==> config.mk <==
export PLATFORM = sky130hd
export DESIGN_NAME = dds_phase_seq
export DESIGN_NICKNAME = d
export VERILOG_FILES = /design/src/rtl/dds_phase_seq_pkg.sv /design/src/rtl/dds_quad_fold.sv /design/src/rtl/dds_phase_seq.sv
export SDC_FILE = /design/constraint.sdc
export NUM_CORES = 1
export LEC_CHECK = 0
export BUFFER_PORTS_ARGS = -buffer_cell sky130_fd_sc_hd__buf_4
export CAP_MARGIN = 10
export CORE_MARGIN = 2
export CORE_UTILIZATION = 58
export CTS_CLUSTER_DIAMETER = 40
export DETAILED_ROUTE_END_ITERATION = 6
export PLACE_DENSITY = 0.9
export SETUP_SLACK_MARGIN = 0.05
export SLEW_MARGIN = 20
export SYNTH_ARGS = -nofsm -noshare
export SYNTH_HDL_FRONTEND = slang
export SYNTH_SLANG_ARGS = --single-unit
==> constraint.sdc <==
create_clock -name clk -period 8.82 [get_ports clk]
set_clock_uncertainty 0.1 [all_clocks]
set_input_delay 1.323 -clock clk [delete_from_list [all_inputs] [get_ports clk]]
set_output_delay 1.323 -clock clk [all_outputs]
set_load 0.02 [all_outputs]
==> src/rtl/dds_phase_seq_pkg.sv <==
// Shared DDS constants.
// Holds the CORDIC angle encoding, the CORDIC gain constant and the
// sequencer state encoding used by dds_phase_seq and dds_quad_fold.
// Angle units: binary angle, full scale +/-2^19 == +/-pi for a 20-bit angle,
// so pi/2 is 2^18.
package dds_phase_seq_pkg;

    // Fractional bits taken from the phase below the quadrant bits.
    localparam int FOLD_W = 18;

    // CORDIC angle-unit encoding of pi/2 (pi == 2^19).
    localparam logic [19:0] HALF_PI_ANG = 20'h4_0000;

    // CORDIC gain compensation, K = 0.6072529 scaled by 2^19.
    localparam logic [19:0] CORDIC_GAIN = 20'd318375;

    typedef enum logic [1:0] {
        IDLE  = 2'd0,
        ISSUE = 2'd1,
        WAIT  = 2'd2,
        OUT   = 2'd3
    } seq_state_e;

endpackage

==> src/rtl/dds_quad_fold.sv <==
// Phase-to-angle fold.
// Maps the top bits of the phase accumulator onto a first-quadrant CORDIC
// angle plus a sign flag. Purely combinational.
// Ports:
//   phase_top : top FOLD_W+2 bits of the phase (2 quadrant bits + fraction)
//   angle     : folded angle in CORDIC units, range 0..pi/2
//   neg       : result must be negated (quadrants 2 and 3)
module dds_quad_fold
    import dds_phase_seq_pkg::*;
#(
    parameter int ANG_W = 20
) (
    input  logic [FOLD_W+1:0] phase_top,
    output logic [ANG_W-1:0]  angle,
    output logic              neg
);

    localparam int PROD_W = FOLD_W + 1 + ANG_W;
    localparam logic [FOLD_W:0] QUARTER = {1'b1, {FOLD_W{1'b0}}};

    logic [1:0]        quad;
    logic [FOLD_W-1:0] frac;
    logic [FOLD_W:0]   mag;
    logic [PROD_W-1:0] prod;

    always_comb begin
        quad = phase_top[FOLD_W+1 -: 2];
        frac = phase_top[FOLD_W-1:0];
        // Odd quadrants run the angle backwards from pi/2; f = 0 there
        // needs the full 2^18, hence the extra magnitude bit.
        mag  = quad[0] ? (QUARTER - {1'b0, frac}) : {1'b0, frac};
        prod = PROD_W'(mag) * PROD_W'(HALF_PI_ANG);
        // Truncating scale back by 2^FOLD_W.
        angle = ANG_W'(prod >> FOLD_W);
        neg   = quad[1];
    end

endmodule

==> src/rtl/dds_phase_seq.sv <==
// DDS phase sequencer.
// Advances a phase accumulator on each enabled sample tick, folds the phase
// into a first-quadrant angle, hands it to an external CORDIC, and returns
// the sign-corrected sine as a sample. Sticky flags report ticks that arrive
// while a conversion is in flight (overrun) and CORDIC responses that never
// come back (timeout).
// Ports:
//   clk, reset     : clock, synchronous active-high reset
//   enable         : sample generation enable
//   ftw            : frequency tuning word, sampled on each enabled tick
//   sample_tick    : one-cycle sample-rate strobe
//   err_clr        : clears overrun/timeout
//   cordic_angle   : angle to CORDIC, held through ISSUE and WAIT
//   cordic_update  : CORDIC start strobe (high during ISSUE)
//   cordic_y       : CORDIC sine result
//   cordic_ready   : CORDIC result-valid strobe (only honoured in WAIT)
//   sample_out     : signed sine sample, held between samples
//   sample_valid   : sample strobe (high during OUT)
//   overrun        : sticky, tick while busy
//   timeout        : sticky, CORDIC watchdog expired
module dds_phase_seq
    import dds_phase_seq_pkg::*;
#(
    parameter int PHASE_W  = 32,
    parameter int ANG_W    = 20,
    parameter int WD_LIMIT = 24
) (
    input  logic               clk,
    input  logic               reset,
    input  logic               enable,
    input  logic [PHASE_W-1:0] ftw,
    input  logic               sample_tick,
    input  logic               err_clr,
    output logic [ANG_W-1:0]   cordic_angle,
    output logic               cordic_update,
    input  logic [ANG_W-1:0]   cordic_y,
    input  logic               cordic_ready,
    output logic [ANG_W-1:0]   sample_out,
    output logic               sample_valid,
    output logic               overrun,
    output logic               timeout
);

    localparam int WD_W = $clog2(WD_LIMIT + 1);
    localparam logic [ANG_W-1:0] S_MIN = {1'b1, {(ANG_W-1){1'b0}}};
    localparam logic [ANG_W-1:0] S_MAX = {1'b0, {(ANG_W-1){1'b1}}};

    seq_state_e         state, state_nx;
    logic [PHASE_W-1:0] phase;
    logic [WD_W-1:0]    wd;
    logic               neg;

    logic [ANG_W-1:0]   fold_angle;
    logic               fold_neg;
    logic [ANG_W-1:0]   signed_y;

    logic               adv;
    logic               start;
    logic               got_ready;
    logic               wd_expire;

    dds_quad_fold #(
        .ANG_W (ANG_W)
    ) u_fold (
        .phase_top (phase[PHASE_W-1 -: FOLD_W+2]),
        .angle     (fold_angle),
        .neg       (fold_neg)
    );

    // Every enabled tick moves the phase, busy or not.
    assign adv = sample_tick & enable;

    // Next-state and strobe outputs.
    always_comb begin
        state_nx      = state;
        start         = 1'b0;
        got_ready     = 1'b0;
        wd_expire     = 1'b0;
        cordic_update = 1'b0;
        sample_valid  = 1'b0;
        case (state)
            IDLE: begin
                if (adv) begin
                    state_nx = ISSUE;
                    start    = 1'b1;
                end
            end
            ISSUE: begin
                cordic_update = 1'b1;
                state_nx      = WAIT;
            end
            WAIT: begin
                // A response on the last watchdog cycle still counts.
                if (cordic_ready) begin
                    state_nx  = OUT;
                    got_ready = 1'b1;
                end else if (wd == WD_W'(WD_LIMIT - 1)) begin
                    state_nx  = IDLE;
                    wd_expire = 1'b1;
                end
            end
            OUT: begin
                sample_valid = 1'b1;
                state_nx     = IDLE;
            end
            default: state_nx = IDLE;
        endcase
    end

    // Sign correction; the most negative code has no positive twin, so it
    // clamps to full-scale positive.
    always_comb begin
        if (!neg)
            signed_y = cordic_y;
        else if (cordic_y == S_MIN)
            signed_y = S_MAX;
        else
            signed_y = -cordic_y;
    end

    always_ff @(posedge clk) begin
        if (reset) begin
            state        <= IDLE;
            phase        <= '0;
            wd           <= '0;
            neg          <= 1'b0;
            cordic_angle <= '0;
            sample_out   <= '0;
            overrun      <= 1'b0;
            timeout      <= 1'b0;
        end else begin
            state <= state_nx;

            if (adv)
                phase <= phase + ftw;

            // Angle comes from the pre-increment phase.
            if (start) begin
                cordic_angle <= fold_angle;
                neg          <= fold_neg;
            end

            // Watchdog counts WAIT cycles only; cleared on the way in.
            if (state == ISSUE)
                wd <= '0;
            else if (state == WAIT)
                wd <= wd + 1'b1;

            if (got_ready)
                sample_out <= signed_y;

            // Set beats clear when both land in the same cycle.
            if (adv && (state != IDLE))
                overrun <= 1'b1;
            else if (err_clr)
                overrun <= 1'b0;

            if (wd_expire)
                timeout <= 1'b1;
            else if (err_clr)
                timeout <= 1'b0;
        end
    end

endmodule

==> results.yml, run 1 <==
placement:
  gp_congestion: 0.973
  dpl.hpwl_mm: 10.3
  portBuffers: 100
  dp.cells: 850
cells_and_area:
  area_growth_pct: 18.3
  layout-drive-gt1-share_pct: 16.5
  finalNetCount: 846
  nFillCells: 693
  antenna_cells: 0
  layout.cells.non_filler: 866
power:
  switching_share_pct: 32.2
  ir_drop_v: 0.000104
  cellPowerDensity_nw_per_um2: 156
  p_int_w: 0.000659
  p_comb_share_pct: 26.5
  leakagePower_nw: 2.64
  switchingPower_w: 0.000313
  clkPwrFrac_pct: 31.0
  pwr-share-seq_pct: 42.5
floorplan:
  ios: 102
  rows: 34
  fp.dieW_um: 99.3
  die_height_um: 99.3
  die_area_um2: 9870
  core_um2: 8760
  start_util_pct: 60.2
cts:
  clkLatencyLatePin_ns: 0.36
  cts_tree: "yes"
  numCtsBuffers: 9
  clockRootBuffer: "clkbuf_8"
  clk_pin_slew_ns: 0.08
  cts_htree_levels: 3
  cts_resized: 0
  cts.path.max_buffers: 2
  hold_buffers: 0
  postCtsSetupRepairBufs: 0
  clkSinkCount: 81
setup_path:
  startpoint_type: "primary input"
  r2r_slack_ns: 5.63
  path_class: "primary input to register"
  endpoint_kind: "register"
  cp.arrival_ns: 4.10
  crit_path_max_fanout: 5
  cp.required_ns: 8.95
route:
  wl_met3_um: 988
  top_layer_used: "met4"
  drc: 0
  routed-wl-met2_mm: 6.50
  drt-met1-wl_mm: 6.28
  routed_wl_mm: 14.1
  drtIter0Drc: 394
  vias_per_cell: 6.18
  wire_per_inst_um: 16.2
  vias: 5350
  final_antenna_net_count: 0
  firstDrtPassIters: 5
synthesis:
  synth-edff-count: 0
  syn_nets: 775
  synthTopCellsByCount: "a21oi_1 (93), nand2_1 (88), dfxtp_1 (81)"
  yosys.area.top_type_share_pct: 30.8
  syn_inst: 682
  avgSynthCellArea_um2: 7.73
  synth.distinct_cells: 63
  yosysMostFrequentCell: "a21oi_1"
  synth-seq-cells: 81
  synth_top_flop_cell: "dfxtp_1"
  ys_warn_count: 0
  async_flop_share_pct: 0
  syn_area_um2: 5270
  yosysTopAreaCell: "dfxtp_1"
  synthTopCellsByArea: "dfxtp_1 (31%), a21oi_1 (8.8%), ha_1 (8.1%), nand2_1 (6.3%), xor2_1 (5.3%)"
  synth-seq-area-share_pct: 30.8
outcome:
  status: "finished, final reports clean"
grt:
  grt_max_degree: 61
  antenna_found_initial: 0
  grt_pass1_wl_mm: 23.1
  grt-ovfl-total: 0
  track_usage_pct: 28.4
  grt_pass1_vias: 4893
min_path:
  hold_class: "register to register"
sta:
  rsz0062_at_grt: "false"
  period_share_pct: 44.9
  slew_violations: 0
  setup_viol: 0
  clock.fmax_ghz: 0.252
  tns_ns: 0
  hold_viol: 0
  finalCriticalPeriod_ns: 3.96
  tightest_slew_ns: 1.10
  relSlewSlack_pct: 26.7
flow_run:
  drv_cap: 0
==> cell usage in the layout (no fill, tap or decap), types with 13 or more instances in the layout <==
cell type	synthesis	final
nand2_1	88	88
buf_4	1	102
xor2_1	32	32
dfxtp_1	81	81
inv_1	13	13
o21ai_0	44	44
nand3_1	20	20
nor2_1	49	48
xnor2_1	23	23
a21o_1	13	13
a211oi_1	17	17
a21oi_1	93	93
ha_1	34	34
==> worst paths after layout <==
check,startpoint,endpoint,depth (start not counted)
worst max-delay path,ftw[0],phase[26],12
worst min-delay path,cordic_angle[15],cordic_angle[15],2
worst max register to register,phase[0],phase[26],11
worst min register to register,cordic_angle[15],cordic_angle[15],2
==> state kept, by name, indices dropped and copies added (netlist names) <==
signal,count
cordic_angle,19
neg,1
overrun,1
phase,32
sample_out,20
state,2
timeout,1
wd,5
==> power by group through the flow <==
stage	logic (W)	clock network [W]	registers, W
final	0.000257	0.000301	0.000413
after global routing	0.000283	0.000318	0.000416
after CTS	0.000254	0.000303	0.000412
after detailed placement	0.000252	0	0.000420
after global placement	0.000245	0	0.000419
after floorplan	0.000170	0	0.000421
==> kinds of logic (layout without fill, tap and decap cells) <==
logic type               after synthesis  after routing  share of synthesized area, %
AO/OA/AOI/OAI                        226            226                          26.5
AND/OR/NAND/NOR                      225            225                          20.3
flip-flops                            81             81                          30.8
XOR/XNOR                              55             55                          9.14
buffers and inverters                 55            131                          4.01
adder cells (fa/ha/maj)               35             35                          8.45
multiplexers                           4              4                         0.760
other                                  1              1                        0.0711
==> per-layer routing <==
| layer | vias to the layer above | track usage [%] |
|---|---|---|
| li1 | 2612 | - |
| met1 | 2478 | 39.2 |
| met2 | 227 | 45.8 |
| met3 | 33 | 5.13 |
| met4 | 0 | 8.11 |
| met5 | - | 0 |
==> area by class of cell <==
type | count | area, um2 | area share [%]
clock buffers | 10 | 128 | 2.05
repair buffers | 102 | 766 | 12.3
clock inverters | 6 | 90.1 | 1.44
multi-input cells | 546 | 3450 | 55.3
flip-flops and latches | 81 | 1620 | 26.0
well taps | 108 | 135 | 2.17
inverters | 13 | 48.8 | 0.783
==> through the flow <==
stage | cell area [um2] | utilization, % | total power, W | worst slack [ns] | hold slack [ns]
after floorplan | 5270 | - | 0.000590 | 4.84 | 0.336
after global placement | 6010 | 68.6 | 0.000664 | 4.54 | 0.343
after detailed placement | 6020 | 68.7 | 0.000673 | 4.52 | 0.352
after CTS | 6230 | 71.1 | 0.000970 | 4.87 | 0.362
after global routing | 6230 | 71.1 | 0.00102 | 4.67 | 0.389
final | 6230 | 71.1 | 0.000971 | 4.86 | 0.363
==> critical path, stage by stage <==
cell	delay, ns
buf_4	0.11
ha_1	0.23
fa_1	0.42
a21o_1	0.23
a311o_1	0.35
o2111ai_1	0.10
a31oi_1	0.22
a41o_1	0.32
a31o_2	0.26
a311oi_1	0.30
xor2_1	0.16
o21ai_0	0.08
(Power assumes the default switching activity.)
==> run 2: changes to the inputs <==
--- a/config.mk
+++ b/config.mk
@@ -8,10 +8,10 @@
 export BUFFER_PORTS_ARGS = -buffer_cell sky130_fd_sc_hd__buf_4
 export CAP_MARGIN = 10
 export CORE_MARGIN = 2
-export CORE_UTILIZATION = 58
+export CORE_UTILIZATION = 56
 export CTS_CLUSTER_DIAMETER = 40
 export DETAILED_ROUTE_END_ITERATION = 6
-export PLACE_DENSITY = 0.9
+export PLACE_DENSITY = 0.88
 export SETUP_SLACK_MARGIN = 0.05
 export SLEW_MARGIN = 20
 export SYNTH_ARGS = -nofsm -noshare
==> constraint.sdc (replaced) <==
create_clock -name clk -period 3.9 [get_ports clk]
set_clock_uncertainty 0.1 [all_clocks]
set_input_delay 0.585 -clock clk [delete_from_list [all_inputs] [get_ports clk]]
set_output_delay 0.585 -clock clk [all_outputs]
set_load 0.02 [all_outputs]
==> run 2 against run 1 <==
Combinational power up 130%. Count of clock-buffer cells in the layout unchanged. Sequential cell count unchanged. Design area increased by 0.32%. Non-clock buffer count up 3. Cell count grew 0.69%. Largest cell class unchanged. Total power rose by 130%. Utilization decreased by 3.1 points. Critical path depth unchanged.
==> results.yml, run 2 (same netlist as run 1, synthesis figures left out) <==
outcome:
  status: "finished, final reports clean"
cells_and_area:
  regMostFlops: "phase"
  layout-drive-gt1-share_pct: 17.0
  antenna_cells: 0
  top_regs: "phase (32), sample_out (20), cordic_angle (19)"
  finalNetCount: 849
  area_growth_pct: 18.7
  post-route-util_pct: 68.0
  final_cell_mix: "buf_4 (105), a21oi_1 (93), nand2_1 (88)"
  postLayoutCellArea_um2: 6250
  largest_reg_flops: 32
  final_common_cell: "buf_4"
cts:
  clkSinkCount: 81
  postCtsSetupRepairBufs: 0
  clkLatencyLatePin_ns: 0.36
  cts.path.max_buffers: 2
  cts_resized: 0
  numCtsBuffers: 9
  cts_tree: "yes"
  cts_htree_levels: 3
  clk_pin_slew_ns: 0.10
  clockRootBuffer: "clkbuf_8"
  hold_buffers: 0
sta:
  tns_ns: 0
  relSlewSlack_pct: 28.4
  slew_violations: 0
  setup_ws_ns: 0.598
  rsz0062_at_grt: "false"
  whs_ns: 0.359
  finalCriticalPeriod_ns: 3.30
  setup_viol: 0
  clock.fmax_ghz: 0.303
  period_share_pct: 84.7
  tightest_slew_ns: 1.07
  hold_viol: 0
grt:
  grt_pass1_vias: 4908
  grt_pass1_wl_mm: 23.0
  use_met1_pct: 37.9
  grt-busiest-layer: "met2"
  antenna_found_initial: 0
  grt-ovfl-total: 0
  use_met2_pct: 45.4
  use_met3_pct: 5.69
  grt_max_degree: 61
  track_usage_pct: 27.9
setup_path:
  max_stage_delay_ns: 0.42
  cp_slowest_cell: "fa_1"
  startpoint: "ftw[0]"
  cp.required_ns: 4.04
  crit_path_max_fanout: 5
  path_class: "primary input to register"
  r2r_cells: 11
  r2r_start: "phase[0]"
  cp.arrival_ns: 3.44
  endpoint_kind: "register"
  crit_end: "phase[26]"
  crit_chain: "buf_4, ha_1, fa_1, a21o_1, a311o_1, o2111ai_1, a31oi_1, a41o_1, a31o_2, a311oi_1, xor2_1, o21ai_0"
  rr_endpoint: "phase[26]"
  startpoint_type: "primary input"
  r2r_slack_ns: 0.62
floorplan:
  rows: 35
  fp.dieW_um: 101
  core_um2: 9200
  die_height_um: 101
  die_area_um2: 10200
  ios: 102
  start_util_pct: 57.3
placement:
  pre_cts_slack_ns: 0.260
  portBuffers: 100
  gp_congestion: 0.959
  postPlaceCellArea_um2: 6040
  dpl.hpwl_mm: 10.5
route:
  final_antenna_net_count: 0
  drc: 0
  firstDrtPassIters: 5
  drtIter0Drc: 232
  vias: 5309
  wire_per_inst_um: 16.3
  routed_wl_mm: 14.2
  vias_per_cell: 6.09
flow_run:
  drv_cap: 0
power:
  cellPowerDensity_nw_per_um2: 350
  leakagePower_nw: 2.65
  ir_drop_v: 0.000159
min_path:
  hold_class: "register to register"
run 2: cell types whose count changed in the layout (fill, tap and decap cells not counted):
cell,change
clkbuf_8,+1
clkinvlp_4,+1
buf_4,+3
clkbuf_1,-1
inv_8,+1
inv_6,+1
clkinv_2,-1
bufinv_16,-1
clkinv_4,-1
run 2: critical path: cells and delay by family:
| kind | cells | cell delay (ns) |
|---|---|---|
| adders and majority gates | 2 | 0.64 |
| AOI/OAI and AO/OA | 8 | 1.92 |
| xor gates and xnor gates | 1 | 0.18 |
| buffers and inverters | 1 | 0.11 |
run 2: metal layers:
layer / routed length (um) / vias up
met1: 6510 / 2503
met3: 808 / 23
met4: 226 / 0
met5: 0 / -
met2: 6660 / 168
li1: - / 2615
run 2: stage by stage:
step | power, W | std cells
floorplan | 0.00133 | 682
global placement | 0.00151 | 856
detailed placement | 0.00152 | 856
CTS | 0.00218 | 872
global route | 0.00230 | 872
finish | 0.00219 | 872
run 2: report_power, final:
group	internal, W	switching [W]
logic	0.000253	0.000329
clock network	0.000323	0.000348
registers	0.000875	0.0000589
run 2: area by class of cell:
class | instances | area, um2
clock buffers | 10 | 138
clock inverters | 6 | 73.8
fillers | 768 | 2940
inverters | 13 | 48.8
multi-input cells | 546 | 3450
flip-flops and latches | 81 | 1620
well taps | 111 | 139
repair buffers | 105 | 788
run 2: how the worst min path moves through the flow:
stage                                start                to  slack [ns]  cells after the start
final                     cordic_angle[17]  cordic_angle[17]        0.36                      2
after floorplan                  phase[10]         phase[10]        0.34                      2
after detailed placement  cordic_angle[17]  cordic_angle[17]        0.35                      2
after global routing              phase[5]          phase[5]        0.37                      2
after global placement            phase[5]          phase[5]        0.34                      2
after CTS                 cordic_angle[17]  cordic_angle[17]        0.36                      2
==> run 3: changes to the inputs <==
--- a/config.mk
+++ b/config.mk
@@ -8,10 +8,10 @@
 export BUFFER_PORTS_ARGS = -buffer_cell sky130_fd_sc_hd__buf_4
 export CAP_MARGIN = 10
 export CORE_MARGIN = 2
-export CORE_UTILIZATION = 56
+export CORE_UTILIZATION = 51
 export CTS_CLUSTER_DIAMETER = 40
 export DETAILED_ROUTE_END_ITERATION = 6
-export PLACE_DENSITY = 0.88
+export PLACE_DENSITY = 0.84
 export SETUP_SLACK_MARGIN = 0.05
 export SLEW_MARGIN = 20
 export SYNTH_ARGS = -nofsm -noshare
==> constraint.sdc (replaced) <==
create_clock -name clk -period 2.75 [get_ports clk]
set_clock_uncertainty 0.1 [all_clocks]
set_input_delay 0.4125 -clock clk [delete_from_list [all_inputs] [get_ports clk]]
set_output_delay 0.4125 -clock clk [all_outputs]
set_load 0.02 [all_outputs]
==> run 3 against run 2 <==
First-iteration DRC count rose by 56%. Utilization is 0.89 points higher. Count of clock-buffer cells in the layout up 2. Sequential cell count did not move. Die area increased by 9.4%.
==> results.yml, run 3 (same netlist as run 1, synthesis figures left out) <==
route:
  firstDrtPassIters: 5
  drtIter0Drc: 363
  routed_wl_mm: 15.7
  drc: 0
  vias_per_cell: 5.80
  vias: 5635
  wire_per_inst_um: 16.2
  final_antenna_net_count: 0
min_path:
  min_from: "cordic_y[0]"
  hold_class: "primary input to register"
setup_path:
  critical_path_buf_inv_count: 0
  r2r_start: "phase[0]"
  endpoint_kind: "register"
  crit_chain: "ha_4, fa_2, a21o_1, a311o_1, o2111ai_2, a31oi_4, a41o_1, a31o_4, a311oi_2, xor2_1, o21ai_1"
  cp.required_ns: 2.90
  cp.arrival_ns: 2.88
  startpoint: "phase[0]"
  path_class: "register to register"
  max_stage_delay_ns: 0.34
  cp_slowest_cell: "dfxtp_2"
  crit_family: "compound AO/OA/AOI/OAI gates"
  crit_path_max_fanout: 4
  startpoint_type: "register"
flow_run:
  drv_cap: 0
sta:
  finalCriticalPeriod_ns: 2.73
  clock.fmax_ghz: 0.366
  tns_ns: 0
  period_share_pct: 99.3
  rsz0062_at_grt: "true"
  hold_viol: 0
  setup_ws_ns: 0.0191
  relSlewSlack_pct: 53.3
  slew_violations: 0
  setup_viol: 0
  tightest_slew_ns: 0.694
placement:
  dp.cells: 944
  pre_cts_slack_ns: -0.330
  portBuffers: 100
  gp_congestion: 0.950
  dpl.hpwl_mm: 11.4
cells_and_area:
  finalNetCount: 924
  layout.cells.non_filler: 971
  top_regs: "phase (32), sample_out (20), cordic_angle (19)"
  post-route-util_pct: 68.9
  antenna_cells: 0
  nFillCells: 809
  final_common_cell: "buf_4"
  regMostFlops: "phase"
  area_growth_pct: 33.1
  final_cell_mix: "buf_4 (177), a21oi_1 (91), nand2_1 (88)"
  layout-drive-gt1-share_pct: 27.2
  largest_reg_flops: 32
grt:
  grt-ovfl-total: 0
  track_usage_pct: 27.4
  grt_pass1_vias: 5389
  use_met3_pct: 4.45
  grt_pass1_wl_mm: 25.0
  use_met1_pct: 36.6
  grt_max_degree: 60
  antenna_found_initial: 0
  use_met2_pct: 45.3
  grt-busiest-layer: "met2"
cts:
  cts.path.max_buffers: 2
  cts_tree: "yes"
  numCtsBuffers: 9
  cts_htree_levels: 3
  clkSinkCount: 81
  clockRootBuffer: "clkbuf_8"
  clk_pin_slew_ns: 0.08
  clkLatencyLatePin_ns: 0.36
power:
  leakagePower_nw: 3.03
  power_w: 0.00320
  ir_drop_v: 0.000242
  cellPowerDensity_nw_per_um2: 456
outcome:
  status: "finished, final reports clean"
floorplan:
  rows: 37
  core_um2: 10200
  fp.dieW_um: 106
  ios: 102
  die_height_um: 106
  start_util_pct: 51.8
  die_area_um2: 11200
-- run 3: through the flow --
step	hold slack, ns	cell area (um2)
floorplan	0.336	5310
global placement	0.343	6600
detailed placement	0.351	6600
finish	0.250	7020
CTS	0.228	6840
global route	0.255	7020
-- run 3: area by class of cell --
type                            instances  area [um2]  share of cell area, %
Clock buffer                           12         135                   1.93
Clock inverter                          3        42.5                  0.606
Inverter                               13        48.8                  0.695
Multi-Input combinational cell        546        3620                   51.6
Sequential cell                        81        1630                   23.2
Tap cell                              136         170                   2.42
Timing Repair Buffer                  180        1370                   19.5
-- run 3: timing repair --
action	in CTS	in global routing
hold buffers	0	0
setup endpoints to repair	8	19
resized for setup	4	24
pin swaps	7	15
setup buffers	5	7
cloned	0	0
-- run 3: worst paths after layout --
path | endpoint | slack (ns) | cells after the start
worst min-delay path | sample_out[0] | 0.25 | 3
worst max-delay path | phase[26] | 0.02 | 11
worst max register to register | phase[26] | 0.02 | 11
worst min register to register | cordic_angle[0] | 0.36 | 2
-- run 3: power breakdown --
part	switching [W]	internal [W]	total, W
combinational	0.000553	0.000495	0.00105
sequential	0.0000598	0.00124	0.00130
clock	0.000435	0.000415	0.000850
total	0.00105	0.00215	0.00320
-- run 3: worst min-delay path: stages --
cell and delay [ns]:
buf_4 0.10, inv_1 0.06, a21oi_1 0.11
-- run 3: metal layers --
layer  vias to the layer above  share of wire (%)
met5                         -                  0
met4                         0                1.9
met3                        24                5.3
met2                       178                 47
met1                      2668                 46
li1                       2765                  -
